<file path="config.mk">
export PLATFORM = sky130hd
export DESIGN_NAME = multicycle_ctrl
export DESIGN_NICKNAME = d
export VERILOG_FILES = /design/src/rtl/kgp_risc_pkg.sv /design/src/rtl/mem_wait_cnt.sv /design/src/rtl/multicycle_ctrl.sv
export SDC_FILE = /design/constraint.sdc
export NUM_CORES = 1
export LEC_CHECK = 0
export CELL_PAD_IN_SITES_DETAIL_PLACEMENT = 0
export CELL_PAD_IN_SITES_GLOBAL_PLACEMENT = 1
export CORE_MARGIN = 2
export CORE_UTILIZATION = 30
export CTS_CLUSTER_SIZE = 12
export DETAILED_ROUTE_END_ITERATION = 8
export HOLD_SLACK_MARGIN = 0.05
export PLACE_DENSITY = 0.73
export REMOVE_ABC_BUFFERS = 1
export SYNTH_ARGS = -nofsm -noshare
export SYNTH_HDL_FRONTEND = slang
export SYNTH_HIERARCHICAL = 1
export SYNTH_SLANG_ARGS = --single-unit
export TNS_END_PERCENT = 50
</file>
<file path="constraint.sdc">
create_clock -name clk -period 7.2 [get_ports clk]
set_clock_uncertainty 0.2 [all_clocks]
set_input_delay 1.44 -clock clk [delete_from_list [all_inputs] [get_ports clk]]
set_output_delay 1.44 -clock clk [all_outputs]
set_load 0.02 [all_outputs]
</file>
<file path="src/rtl/kgp_risc_pkg.sv">
// Shared KGP-RISC definitions: opcode constants, control-FSM state encoding,
// instruction classes and the strobe code values used by the sequencer.
package kgp_risc_pkg;

  localparam logic [5:0] OP_RALU  = 6'd0;
  localparam logic [5:0] OP_IALU  = 6'd2;
  localparam logic [5:0] OP_SHIFT = 6'd8;
  localparam logic [5:0] OP_LW    = 6'd16;
  localparam logic [5:0] OP_SW    = 6'd32;
  localparam logic [5:0] OP_BR    = 6'd48;
  localparam logic [5:0] OP_JAL   = 6'd49;

  typedef enum logic [2:0] {
    S_IDLE, S_FETCH, S_DECODE, S_EXEC, S_MEM, S_WB
  } state_t;

  typedef enum logic [2:0] {
    C_RALU, C_IALU, C_SHIFT, C_LW, C_SW, C_BR, C_JAL, C_ILL
  } op_class_t;

  localparam logic [1:0] RW_NONE = 2'b00;
  localparam logic [1:0] RW_RDRT = 2'b01;
  localparam logic [1:0] RW_LINK = 2'b10;

  localparam logic [1:0] ALU_REG   = 2'b00;
  localparam logic [1:0] ALU_IMM   = 2'b01;
  localparam logic [1:0] ALU_SHAMT = 2'b10;

  function automatic op_class_t decode_op(input logic [5:0] op);
    op_class_t c;
    case (op)
      OP_RALU:  c = C_RALU;
      OP_IALU:  c = C_IALU;
      OP_SHIFT: c = C_SHIFT;
      OP_LW:    c = C_LW;
      OP_SW:    c = C_SW;
      OP_BR:    c = C_BR;
      OP_JAL:   c = C_JAL;
      default:  c = C_ILL;
    endcase
    return c;
  endfunction

endpackage

</file>
<file path="src/rtl/mem_wait_cnt.sv">
// Loadable down-counter timing one block-RAM access; done is high in the
// final cycle of the access (count == 0).
module mem_wait_cnt #(
  parameter int MEM_LAT = 2
) (
  input  logic clk,
  input  logic rst_n,
  input  logic load,
  output logic done
);

  localparam int CW = 4;

  logic [CW-1:0] cnt;

  always_ff @(posedge clk) begin
    if (!rst_n) begin
      cnt <= '0;
    end else if (load) begin
      cnt <= CW'(MEM_LAT - 1);
    end else if (cnt != '0) begin
      cnt <= cnt - CW'(1);
    end
  end

  assign done = (cnt == '0);

endmodule

</file>
<file path="src/rtl/multicycle_ctrl.sv">
// Multi-cycle FETCH/DECODE/EXEC/MEM/WB sequencer for the KGP-RISC datapath,
// producing per-state control strobes and a retired-instruction count.
module multicycle_ctrl
  import kgp_risc_pkg::*;
#(
  parameter int MEM_LAT = 2,
  parameter int CNT_W   = 32
) (
  input  logic             clk,
  input  logic             rst_n,
  input  logic             run,
  input  logic [5:0]       opcode,
  input  logic             br_cond,
  output logic             pc_write,
  output logic             pc_src,
  output logic             ir_write,
  output logic             mem_read,
  output logic             mem_write,
  output logic             i_or_d,
  output logic [1:0]       reg_write,
  output logic             mem_to_reg,
  output logic [1:0]       alu_src,
  output logic             reg_dst,
  output logic             illegal_op,
  output logic             busy,
  output logic [CNT_W-1:0] retired
);

  state_t    state, state_nx, bnd;
  op_class_t op_cls, dec_cls;
  logic      wdone, wload, retire;

  assign dec_cls = decode_op(opcode);
  assign busy    = (state != S_IDLE);
  assign wload   = (state_nx != state) && (state_nx == S_FETCH || state_nx == S_MEM);

  mem_wait_cnt #(.MEM_LAT(MEM_LAT)) u_wait (
    .clk   (clk),
    .rst_n (rst_n),
    .load  (wload),
    .done  (wdone)
  );

  always_ff @(posedge clk) begin
    if (!rst_n) begin
      state   <= S_IDLE;
      retired <= '0;
    end else begin
      state <= state_nx;
      if (retire) retired <= retired + CNT_W'(1);
    end
  end

  // Instruction class is captured once in DECODE and held for the rest of the instruction
  always_ff @(posedge clk) begin
    if (state == S_DECODE) op_cls <= dec_cls;
  end

  always_comb begin
    state_nx   = state;
    bnd        = run ? S_FETCH : S_IDLE;
    retire     = 1'b0;
    pc_write   = 1'b0;
    pc_src     = 1'b0;
    ir_write   = 1'b0;
    mem_read   = 1'b0;
    mem_write  = 1'b0;
    i_or_d     = 1'b0;
    reg_write  = RW_NONE;
    mem_to_reg = 1'b0;
    alu_src    = ALU_REG;
    reg_dst    = 1'b0;
    illegal_op = 1'b0;
    unique case (state)
      S_IDLE: if (run) state_nx = S_FETCH;
      S_FETCH: begin
        mem_read = 1'b1;
        if (wdone) begin
          ir_write = 1'b1;
          pc_write = 1'b1;
          state_nx = S_DECODE;
        end
      end
      S_DECODE: begin
        if (dec_cls == C_ILL) begin
          illegal_op = 1'b1;
          state_nx   = bnd;
        end else begin
          state_nx = S_EXEC;
        end
      end
      S_EXEC: begin
        case (op_cls)
          C_IALU, C_LW, C_SW: alu_src = ALU_IMM;
          C_SHIFT:            alu_src = ALU_SHAMT;
          default:            alu_src = ALU_REG;
        endcase
        if (op_cls == C_LW || op_cls == C_SW) begin
          state_nx = S_MEM;
        end else if (op_cls == C_BR) begin
          pc_write = br_cond;
          pc_src   = 1'b1;
          retire   = 1'b1;
          state_nx = bnd;
        end else begin
          if (op_cls == C_JAL) begin
            pc_write = 1'b1;
            pc_src   = 1'b1;
          end
          state_nx = S_WB;
        end
      end
      S_MEM: begin
        i_or_d    = 1'b1;
        mem_read  = (op_cls == C_LW);
        mem_write = (op_cls == C_SW);
        if (wdone) begin
          if (op_cls == C_LW) begin
            state_nx = S_WB;
          end else begin
            retire   = 1'b1;
            state_nx = bnd;
          end
        end
      end
      S_WB: begin
        case (op_cls)
          C_RALU: begin
            reg_write = RW_RDRT;
            reg_dst   = 1'b1;
          end
          C_IALU, C_SHIFT: reg_write = RW_RDRT;
          C_LW: begin
            reg_write  = RW_RDRT;
            mem_to_reg = 1'b1;
          end
          C_JAL:   reg_write = RW_LINK;
          default: reg_write = RW_NONE;
        endcase
        retire   = 1'b1;
        state_nx = bnd;
      end
      default: state_nx = S_IDLE;
    endcase
    // A reset cycle must never let a pending write or access escape
    if (!rst_n) begin
      retire     = 1'b0;
      pc_write   = 1'b0;
      pc_src     = 1'b0;
      ir_write   = 1'b0;
      mem_read   = 1'b0;
      mem_write  = 1'b0;
      i_or_d     = 1'b0;
      reg_write  = RW_NONE;
      mem_to_reg = 1'b0;
      alu_src    = ALU_REG;
      reg_dst    = 1'b0;
      illegal_op = 1'b0;
    end
  end

endmodule

</file>
==> results.md, run 1 <==
- Reg2reg setup slack: 4.41 ns
- GRT overflow: 0
- 1st-iter DRT viols: 40
- Final period utilization: 73.3%
- Area fraction in compound gates after synthesis: 17.1%
- Tightest Hold Check Type: flop to flop
- Number of max-cap violations: 0
- Sequential-to-total area share from yosys stat: 35.6%
- Core area: 7810 µm²
- Synth top area share: 31.9%
- Worst Path Max Fanout: 25
- Yosys top cell by area: dfxtp_1
- Inserted Diodes: 0
- Register bit total from synthesis: 42
- Lkg Pwr: 1.04 nW
- Largest family of logic cells by synthesized area: simple AND/OR/NAND/NOR gates
- Post-synth top flop: dfxtp_1
- YS warnings: 6
- Clock sinks: 42
- Finish-stage setup viols: 0
- Max-slew violation count: 0
- Post-CTS resize count: 0
- P&R area growth vs syn: 28.9%
- Critical Path AT: 3.64 ns
- GRT Util Overall: 13.5%
- Crit Path Category: input port to primary output
- CTS tree: done
- Vias in the first global route: 2107
- Routed vias/inst: 5.06
- Cell Rows: 32
- Largest net degree at the start of global routing: 29
- Synth area leaders: dfxtp_1 (32%), xnor2_1 (6.4%), nor2_1 (5.1%)
- Cell area after synthesis: 2450 µm²
- Starting Density: 31.4%
- Critical Path RT: 5.56 ns
- Pwr Density: 194 nW/µm²
- Fraction of the mapped netlist area in adder cells: 1.43%
- Worst skew pair latency: 0.29 ns
- Filler Cell Count: 820
- Die X: 94.3 µm
- Reg clk slew, reported paths: 0.08 ns
- R2R Path Start: u_wait/cnt[0]$_SDFFE_PN0P_
- Fin. Hold Viols: 0
- Hold path start: retired[31]$_SDFFE_PN0P_
- Antenna-violating nets left: 0
- Fin Setup TNS: 0 ns
- Hold endpoint: retired[31]$_SDFFE_PN0P_
- Num ports: 56
- Root buf cell: clkbuf_8
- Final HPWL DP: 4210 µm
- Reg2reg end: retired[27]$_SDFFE_PN0P_
- Post-Route WL: 5770 µm
- FF-to-FF path depth: 8
- Most common cell after layout, fill and taps aside: clkdlybuf4s50_1
- Cells after DPL: 437
- Commonest cells after routing, fill and taps aside: clkdlybuf4s50_1 (55), dfxtp_1 (39), nor2_1 (33), nand2_1 (23), a21oi_1 (19)
- Die ar.: 8900 µm²
- Routability cong.: 0.747
- Period minus WS final: 5.28 ns
- Critical path endpoint category: primary output
- DRT Pass-1 Iters: 4
- CTS buffer count: 5
- H-tree Lvls: 2
- Synth async-reset ratio: 0%
- Post-CTS Repair Setup Buffers: 0
- Layout cells sized above 1: 5.83%
- Wirelength per Cell: 13.0 µm
- RSZ-0062 raised after global routing: false
- Via count: 2251
- Mux cell area share after synthesis: 3.32%
- Mapped Cells: 294
- Tot Pwr: 613 µW
- Clk buf depth: 2
- Nets: 354
- Mean post-synth cell area: 8.33 µm²
- Xor/xnor share of the synthesized area: 6.80%
- Final std cells w/o fill: 445
- Simple-gate share of the synthesized area: 31.0%
- Max Clock Freq: 189 MHz
- Worst setup SP type: input port
- Status: completed
- CTS Hold Buffers Added: 0
- Global-route wire length before repair: 9760 µm
- Die height: 94.3 µm
- Slew @ Worst Pin: 0.707 ns
- Antenna violations before repair: 0
- Slew HR: 52.8%
- WHS Path Cells: 2
- IO buf count: 55
- EDFF count, synth: 3
- Max rail drop VDD: 0.0000797 V
- Drt drc: 0
- Synth cell types: 55
[synth_stat cells (all sizes together), types with 2 or more instances]
master / number
nand3: 12
and2: 2
inv: 10
or4: 3
or3: 10
nand4: 7
ha: 2
nor2: 33
nand2b: 7
nor2b: 7
xnor2: 18
buf: 9
mux2i: 7
edfxtp: 3
nand2: 23
o21a: 2
nor4: 2
a31oi: 3
nand3b: 5
and4: 6
nor3b: 2
clkbuf: 6
a2111oi: 4
o21ai: 9
nor3: 8
dfxtp: 39
a21oi: 19
and3: 9
a211oi: 11
[where the power goes]
group          total (mW)  leakage (nW)  switching (mW)  internal [mW]
Clock               0.171        0.0506          0.0815         0.0899
Combinational       0.169         0.645          0.0893         0.0796
Sequential          0.272         0.341          0.0231          0.249
Total               0.613          1.04           0.194          0.419
[flip-flops by register name (all words and copies together), names as in the netlist]
| signal | cells |
|---|---|
| retired | 32 |
| op_cls | 3 |
| state | 3 |
| u_wait/cnt | 4 |
[metrics by stage]
| step | util, % | instance area, µm² | setup slack [ns] | hold slack, ns |
|---|---|---|---|---|
| after floorplan | - | 2370 | 2.95 | 0.254 |
| after global placement | 39.1 | 3050 | 1.96 | 0.267 |
| after detailed placement | 39.1 | 3050 | 1.93 | 0.276 |
| after CTS | 40.4 | 3160 | 1.92 | 0.291 |
| after global routing | 40.4 | 3160 | 1.79 | 0.317 |
| final | 40.4 | 3160 | 1.92 | 0.283 |
[worst max-delay path, cell delays in order]
cell and delay [ns]:
clkdlybuf4s50_1 0.45, buf_4 0.28, nand2b_1 0.15, or3_1 0.38, nor4bb_1 0.27, clkdlybuf4s50_1 0.65
[routing by layer]
metal,global-route usage [%],vias up,wire length [µm]
met1,17.3,1038,2810
met2,22.9,47,2650
li1,-,1160,-
met5,0,-,0
met4,3.74,0,82
met3,2.95,6,236
[kinds of logic after synthesis]
group | count (synthesis)
AO/OA/AOI/OAI | 58
XOR/XNOR | 19
adder cells (fa/ha/maj) | 3
buffers and inverters | 25
flip-flops | 42
multiplexers | 8
AND/OR/NAND/NOR | 139
[final cells by class]
class,instances,area [µm²],share of cell area [%]
tap,102,128,4.04
clock buffer,8,101,3.21
inverter,10,37.5,1.19
timing repair buffer,56,558,17.7
multi-input combinational,227,1460,46.3
sequential,42,871,27.6
[worst max path at each step]
| stage | start | end | slack (ns) | cells after the start |
|---|---|---|---|---|
| global route | rst_n | reg_write[1] | 1.79 | 6 |
| detailed placement | rst_n | reg_write[1] | 1.93 | 6 |
| floorplan | rst_n | reg_write[1] | 2.95 | 3 |
| global placement | rst_n | reg_write[1] | 1.96 | 6 |
| CTS | rst_n | reg_write[1] | 1.92 | 6 |
| finish | rst_n | reg_write[1] | 1.92 | 6 |
(Power assumes the default switching activity.)
==> inputs of run 2 (changes only) <==
--- a/config.mk
+++ b/config.mk
@@ -12,7 +12,7 @@
 export CTS_CLUSTER_SIZE = 12
 export DETAILED_ROUTE_END_ITERATION = 8
 export HOLD_SLACK_MARGIN = 0.05
-export PLACE_DENSITY = 0.73
+export PLACE_DENSITY = 0.76
 export REMOVE_ABC_BUFFERS = 1
 export SYNTH_ARGS = -nofsm -noshare
 export SYNTH_HDL_FRONTEND = slang
==> constraint.sdc (replaced) <==
create_clock -name clk -period 4.5 [get_ports clk]
set_clock_uncertainty 0.2 [all_clocks]
set_input_delay 0.9 -clock clk [delete_from_list [all_inputs] [get_ports clk]]
set_output_delay 0.9 -clock clk [all_outputs]
set_load 0.02 [all_outputs]
==> results.md, run 2 (same netlist as run 1, synthesis figures left out) <==
- P&R area growth vs syn: 28.8%
- Vias in the first global route: 2142
- Final instance area: 3150 µm²
- Largest register FFs: 32
- Die X: 94.3 µm
- Nets: 355
- Slew @ Worst Pin: 0.728 ns
- Global-route wire length before repair: 10200 µm
- Tightest Hold Check Type: flop to flop
- Critical Path AT: 2.85 ns
- Die height: 94.3 µm
- Routed vias/inst: 5.08
- Status: completed
- Drt drc: 0
- Post-Route WL: 5880 µm
- Hold endpoint: retired[19]$_SDFFE_PN0P_
- Slowest-stage cell, CP: clkdlybuf4s50_1
- Via count: 2266
- Reg2reg end: retired[27]$_SDFFE_PN0P_
- CTS Hold Buffers Added: 0
- Final HPWL DP: 4180 µm
- CTS tree: done
- Crit Path Category: input port to primary output
- Critical path, cell by cell: clkdlybuf4s50_1 -> nand2b_1 -> or3_1 -> nor4bb_1 -> clkdlybuf4s50_1
- Die ar.: 8900 µm²
- Slew HR: 51.5%
- Hold path start: retired[19]$_SDFFE_PN0P_
- Fin. Hold Viols: 0
- Top reg by flops: retired
- Final period utilization: 87.7%
- Reg2reg setup slack: 1.63 ns
- Crit path top cell by count: clkdlybuf4s50_1
- Area of the multi-input gates: 1460 µm²
- Core area: 7810 µm²
- Seq. cell area: 871 µm²
- Num ports: 56
- Tot Pwr: 956 µW
- Number of max-cap violations: 0
- Clk buf depth: 2
- Wirelength per Cell: 13.2 µm
- Worst setup SP type: input port
- R2R Path Start: u_wait/cnt[0]$_SDFFE_PN0P_
- RSZ-0062 raised after global routing: false
- Root buf cell: clkbuf_8
- Antenna-violating nets left: 0
- Filler Cell Count: 805
- Antenna violations before repair: 0
- Routability cong.: 0.783
- GRT Util Overall: 14.1%
- Worst skew pair latency: 0.29 ns
- Crit-path max cell delay: 0.66 ns
- Clock sinks: 42
- Critical Path RT: 3.40 ns
- H-tree Lvls: 2
- Finish-stage setup viols: 0
- Max Clock Freq: 253 MHz
- Cell Rows: 32
- GRT overflow: 0
- Inserted Diodes: 0
- Pwr Density: 303 nW/µm²
- CTS buffer count: 5
- Worst Path Max Fanout: 4
- Max rail drop VDD: 0.000129 V
- FF-to-FF path depth: 8
- Commonest cells after routing, fill and taps aside: clkdlybuf4s50_1 (55), dfxtp_1 (39), nor2_1 (33), nand2_1 (23), a21oi_1 (19)
- IO buf count: 55
- DRT Pass-1 Iters: 5
- Period minus WS final: 3.95 ns
- 1st-iter DRT viols: 162
- Top Registers: retired (32), u_wait/cnt (4)
- Layout cells sized above 1: 6.40%
- Lkg Pwr: 1.04 nW
- Starting Density: 31.4%
- Max-slew violation count: 0
- Post-CTS Repair Setup Buffers: 0
- Reg clk slew, reported paths: 0.08 ns
- Fin Setup TNS: 0 ns
- Most common cell after layout, fill and taps aside: clkdlybuf4s50_1
- Critical path endpoint category: primary output
- WHS Path Cells: 2
- Area after DPL: 3060 µm²
- Post-CTS resize count: 0
- Largest net degree at the start of global routing: 29
==> run 2: changes by cell type in the layout (fill, tap and decap cells not counted) <==
cell / before / now
clkbuf_8: 5 / 6
clkbuf_1: 2 / 1
buf_4: 1 / 2
clkinv_2: 0 / 1
clkbuf_16: 1 / 0
==> run 2: worst max-delay path by stage <==
stage	from	to	cells after the start
final	rst_n	reg_write[1]	5
after floorplan	rst_n	reg_write[1]	3
after CTS	rst_n	reg_write[1]	5
after global placement	rst_n	reg_write[1]	5
after detailed placement	rst_n	reg_write[1]	5
after global routing	rst_n	reg_write[1]	5
==> run 2: area by class of cell <==
type | instances | area share, %
clock buffer | 7 | 2.74
tap | 102 | 4.05
multi-input combinational | 227 | 46.3
clock inverter | 1 | 0.159
inverter | 10 | 1.19
timing repair buffer | 57 | 17.9
sequential | 42 | 27.6
==> run 2: metrics by stage <==
step | std cells | worst slack, ns | hold slack (ns) | utilization, %
floorplan | 279 | 1.33 | 0.254 | -
global placement | 438 | 0.585 | 0.270 | 39.2
detailed placement | 438 | 0.589 | 0.276 | 39.2
CTS | 446 | 0.549 | 0.291 | 40.4
global route | 446 | 0.419 | 0.315 | 40.4
finish | 446 | 0.554 | 0.288 | 40.4
==> run 2: worst max-delay path: cells and delay by family <==
kind	cells	cell delay [ns]
simple gates	3	0.78
buf+inv	2	1.16
==> run 2: report_power, final <==
group | internal, mW | total [mW] | switching [mW]
Clock | 0.124 | 0.253 | 0.129
Combinational | 0.128 | 0.268 | 0.140
Sequential | 0.399 | 0.435 | 0.0364
Total | 0.650 | 0.956 | 0.305
==> run 2: metal layers <==
layer  share of wire [%]  track usage [%]  routed length [µm]  up-vias
met5                   0                0                   0        -
li1                    -                -                   -     1162
met2                  45             23.1                2660       60
met3                 4.7             2.79                 274        5
met4                 1.2             3.62                  70        0
met1                  49             19.0                2880     1039
==> edit 1, RTL diff (config.mk and constraints of run 2) <==
The 6 states of `state_t` get a one-hot encoding in 6 bits.
--- a/src/rtl/kgp_risc_pkg.sv
+++ b/src/rtl/kgp_risc_pkg.sv
@@ -11,6 +11,6 @@
   localparam logic [5:0] OP_JAL   = 6'd49;
 
-  typedef enum logic [2:0] {
-    S_IDLE, S_FETCH, S_DECODE, S_EXEC, S_MEM, S_WB
+  typedef enum logic [5:0] {
+    S_IDLE = 6'b000001, S_FETCH = 6'b000010, S_DECODE = 6'b000100, S_EXEC = 6'b001000, S_MEM = 6'b010000, S_WB = 6'b100000
   } state_t;
 
Behaviour: no difference found for any inputs over 10 cycles, from zero or initial values and one cycle with rst_n low; not proved beyond that.
==> edit 1 against run 2 <==
Wire length rose by 11%. Sequential power is essentially flat. Non-clock buffer count rose by 2. Total power decreased by 9.8%. Via count rose by 9.0%. Worst setup slack better by 29 ps. Core utilization decreased by 1.6 points. Combinational power decreased by 35%. Sequential share of layout area rose by 0.32 points. Area after synthesis is 6.6% higher. Sequential cell count up 3. Cell area is 5.7% higher. Critical path type unchanged. Largest power group unchanged.
==> edit 1: results (changes against run 2) <==
outcome=completed (unchanged); slowest stage delay, CP=530 ps (was 660 ps); critical path arrival=2820 ps (was 2850 ps); Top Registers=retired: 32 flops, state: 6 flops, u_wait/cnt: 4 flops (was retired: 32 flops, u_wait/cnt: 4 flops); met3 wire len=299 um (was 274 um); first-pass GRT wire length=10.9 mm (was 10.2 mm); Layout fillers=894 (was 805); share of layout cells above drive strength 1=7.97% (was 6.40%); GR met3 Demand/Resource=3.09% (was 2.79%); NonClk Buf Share=17.4% (was 17.9%); final instance count without filler cells=472 (was 446); Int Power=623 uW (was 650 uW); DR pass1 iterations=4 (was 5); Non-clk invs=7 (was 10); leak pwr=0.00111 uW (was 0.00104 uW); Metal-1 WL=3.12 mm (was 2.88 mm); Synth cell types=60 (was 55); Signal buffers=59 (was 57); DRT iter0 DRCs=78 (was 162); DP Worst Slack=580 ps (was 589 ps); ranking of synthesized cells by area=dfxtp_1, mux2i_1, nand2_1, a21oi_1, o31ai_1 (was dfxtp_1, xnor2_1, nor2_1, a21oi_1, edfxtp_1); Synth Area in Adders=1.34% (was 1.43%); post-synthesis compound-gate area fraction=15.2% (was 17.1%); Avg WL per Cell=13.9 um (was 13.2 um); power density over the cells=259 nW/um^2 (was 303 nW/um^2); Avg Cell Area, Syn=8.31 um^2 (was 8.33 um^2)
[edit 1: cell types whose count changed after synthesis, sizes merged, moves of 5 or more]
cell	run 2	this run
nand2	23	33
nor2	33	24
nor2b	7	1
or4	3	14
a211oi	11	2
xnor2	18	4
o31ai	1	14
mux2i	7	13
buf	9	4
clkbuf	6	12
[edit 1: per-stage QoR]
step | hold WS, ps | util [%]
after global placement | 267 | 37.8
after CTS | 300 | 38.8
after floorplan | 254 | -
final | 299 | 38.8
after detailed placement | 288 | 37.8
after global routing | 331 | 38.8
[edit 1: worst paths after layout]
path | start | to | slack [ps] | cells past startpoint
worst min-delay path | retired[31] | retired[31] | 300 | 2
worst max register to register | u_wait/cnt[0] | retired[28] | 1900 | 8
worst max-delay path | opcode[3] | illegal_op | 580 | 5
worst min register to register | retired[31] | retired[31] | 300 | 2
[edit 1: tightest hold or removal path, delay by kind of cell (launching register included)]
family / cells / cell delay, ps
mux: 1 / 60
simple gates: 1 / 60
flops: 1 / 340
==> edit 2, RTL diff (config.mk and constraints of run 2) <==
Made on the original files. Set the parameter `CNT_W` to 48 (it was 32).
--- a/src/rtl/multicycle_ctrl.sv
+++ b/src/rtl/multicycle_ctrl.sv
@@ -5,5 +5,5 @@
 #(
   parameter int MEM_LAT = 2,
-  parameter int CNT_W   = 32
+  parameter int CNT_W   = 48
 ) (
   input  logic             clk,
Ports: changed (resized retired); port bits go from 56 to 72. No check against the original RTL was run, so the function may have changed too.
==> edit 2 against run 2 <==
Wire length increased by 39%. Total power increased by 25%. Non-clock buffer count increased by 17. Largest cell class unchanged. Clock power increased by 68%. Critical path depth increased by 1. Sequential cell count increased by 16. Hold slack got worse by 25 ps. Cell area increased by 31%. Worst setup slack improved by 87 ps. Die area increased by 27%. Area after synthesis increased by 28%. Via count increased by 31%. Sequential power increased by 30%. Highest routed layer unchanged.
==> edit 2: results (changes against run 2) <==
first-pass GRT wire length=13.7 mm (was 10.2 mm); DP Worst Slack=660 ps (was 589 ps); vias in the first global route=2,860 (was 2,142); critical path arrival=2760 ps (was 2850 ps); Slew @ Worst Pin=636 ps (was 728 ps); share of layout cells above drive strength 1=6.44% (was 6.40%); hold_sp=retired[47] (was retired[19]); IO buf count=71 (was 55); outcome=completed (unchanged); leak pwr=0.00131 uW (was 0.00104 uW); maximum vdd drop=145 uV (was 129 uV); WL final=8.19 mm (was 5.88 mm); clk_lat worst skew=330 ps (was 290 ps); post-route setup slack=642 ps (was 554 ps); largest net degree at the start of global routing=46 (was 29); number of flops mapped to enable cells by yosys=3 (unchanged); GR met3 Demand/Resource=4.11% (was 2.79%); Crit. Startpoint=opcode[1] (was rst_n); htree depth=3 (was 2); worst hold path type=flop to flop (unchanged); RePlAce Congestion=0.845 (was 0.783); layout net count=457 (was 355); DR vias=2,979 (was 2,266); CTS Buf Count=9 (was 5); Post-synth top cells=dfxtp_1, nor2_1, nand2_1 (unchanged); final instance count without filler cells=586 (was 446); FF-to-FF setup slack=1240 ps (was 1630 ps); DR pass1 iterations=4 (was 5); M2 GR Usage=23.4% (was 23.1%); Synth cell types=58 (was 55); met1 Usage GRT=19.7% (was 19.0%); Layout fillers=1,029 (was 805); register area share after synthesis=38.0% (was 35.6%); DRT iter0 DRCs=127 (was 162); Mapped Area=3140 um^2 (was 2450 um^2); synthesized instance count=376 (was 294); Top Registers=retired: 48 flops, u_wait/cnt: 4 flops (was retired: 32 flops, u_wait/cnt: 4 flops)
## edit 2: cell types whose count changed after synthesis, moves of 7 or more
cell	change
dfxtp_1	+16
nor4_1	+9
xor2_1	+11
a211oi_1	-7
nand2_1	+12
o21ai_0	+8
nor3_1	+7
nand4_1	+11
## edit 2: worst max-delay path: stages
cell and delay [ps]:
clkdlybuf4s50_1 560, a211o_1 160, a21oi_1 60, o21bai_1 260
and3_1 190, clkdlybuf4s50_1 620
## edit 2: path summary, 6_finish.rpt
path / to / cells past startpoint
hold reg to reg: retired[47] / 1
setup reg to reg: retired[35] / 8
setup / recovery: illegal_op / 6
hold / removal: retired[47] / 1
## edit 2: cells by family (layout without fill, tap and decap cells)
group                      count (synthesis)  in the layout  synth area share (%)
and+or+nand+nor                          190            190                  33.7
AOI/OAI and AO/OA                         66             66                  13.8
DFF                                       58             58                  38.0
buffers and inverters                     27            101                  4.15
xor gates and xnor gates                  24             24                  6.70
muxes                                      8              8                  2.59
adders and majority gates                  3              3                  1.12
## edit 2: cell type report
cell class,instances,area share (%)
clock inverter,3,0.364
sequential,58,28.9
timing repair buffer,74,17.8
multi-input combinational,291,44.0
clock buffer,13,3.85
tap,136,4.12
inverter,11,1.00
## edit 2: routing by layer
metal | wire length (um) | vias to the layer above | share of wire, %
met5 | 0 | - | 0
met4 | 220 | 0 | 2.7
met3 | 267 | 13 | 3.3
met2 | 3700 | 46 | 45
met1 | 4000 | 1407 | 49
li1 | - | 1513 | -
## edit 2: through the flow
step                      cell area, um^2  hold slack, ps
after detailed placement             3950             261
after global routing                 4130             301
after CTS                            4130             271
final                                4130             263
after floorplan                      3050             254
after global placement               3950             255
## edit 2: report_power, final
group          leakage [uW]  internal [uW]  switching [uW]
sequential         0.000470            537            28.0
clock             0.0000932            227             197
combinational      0.000752           92.7             113
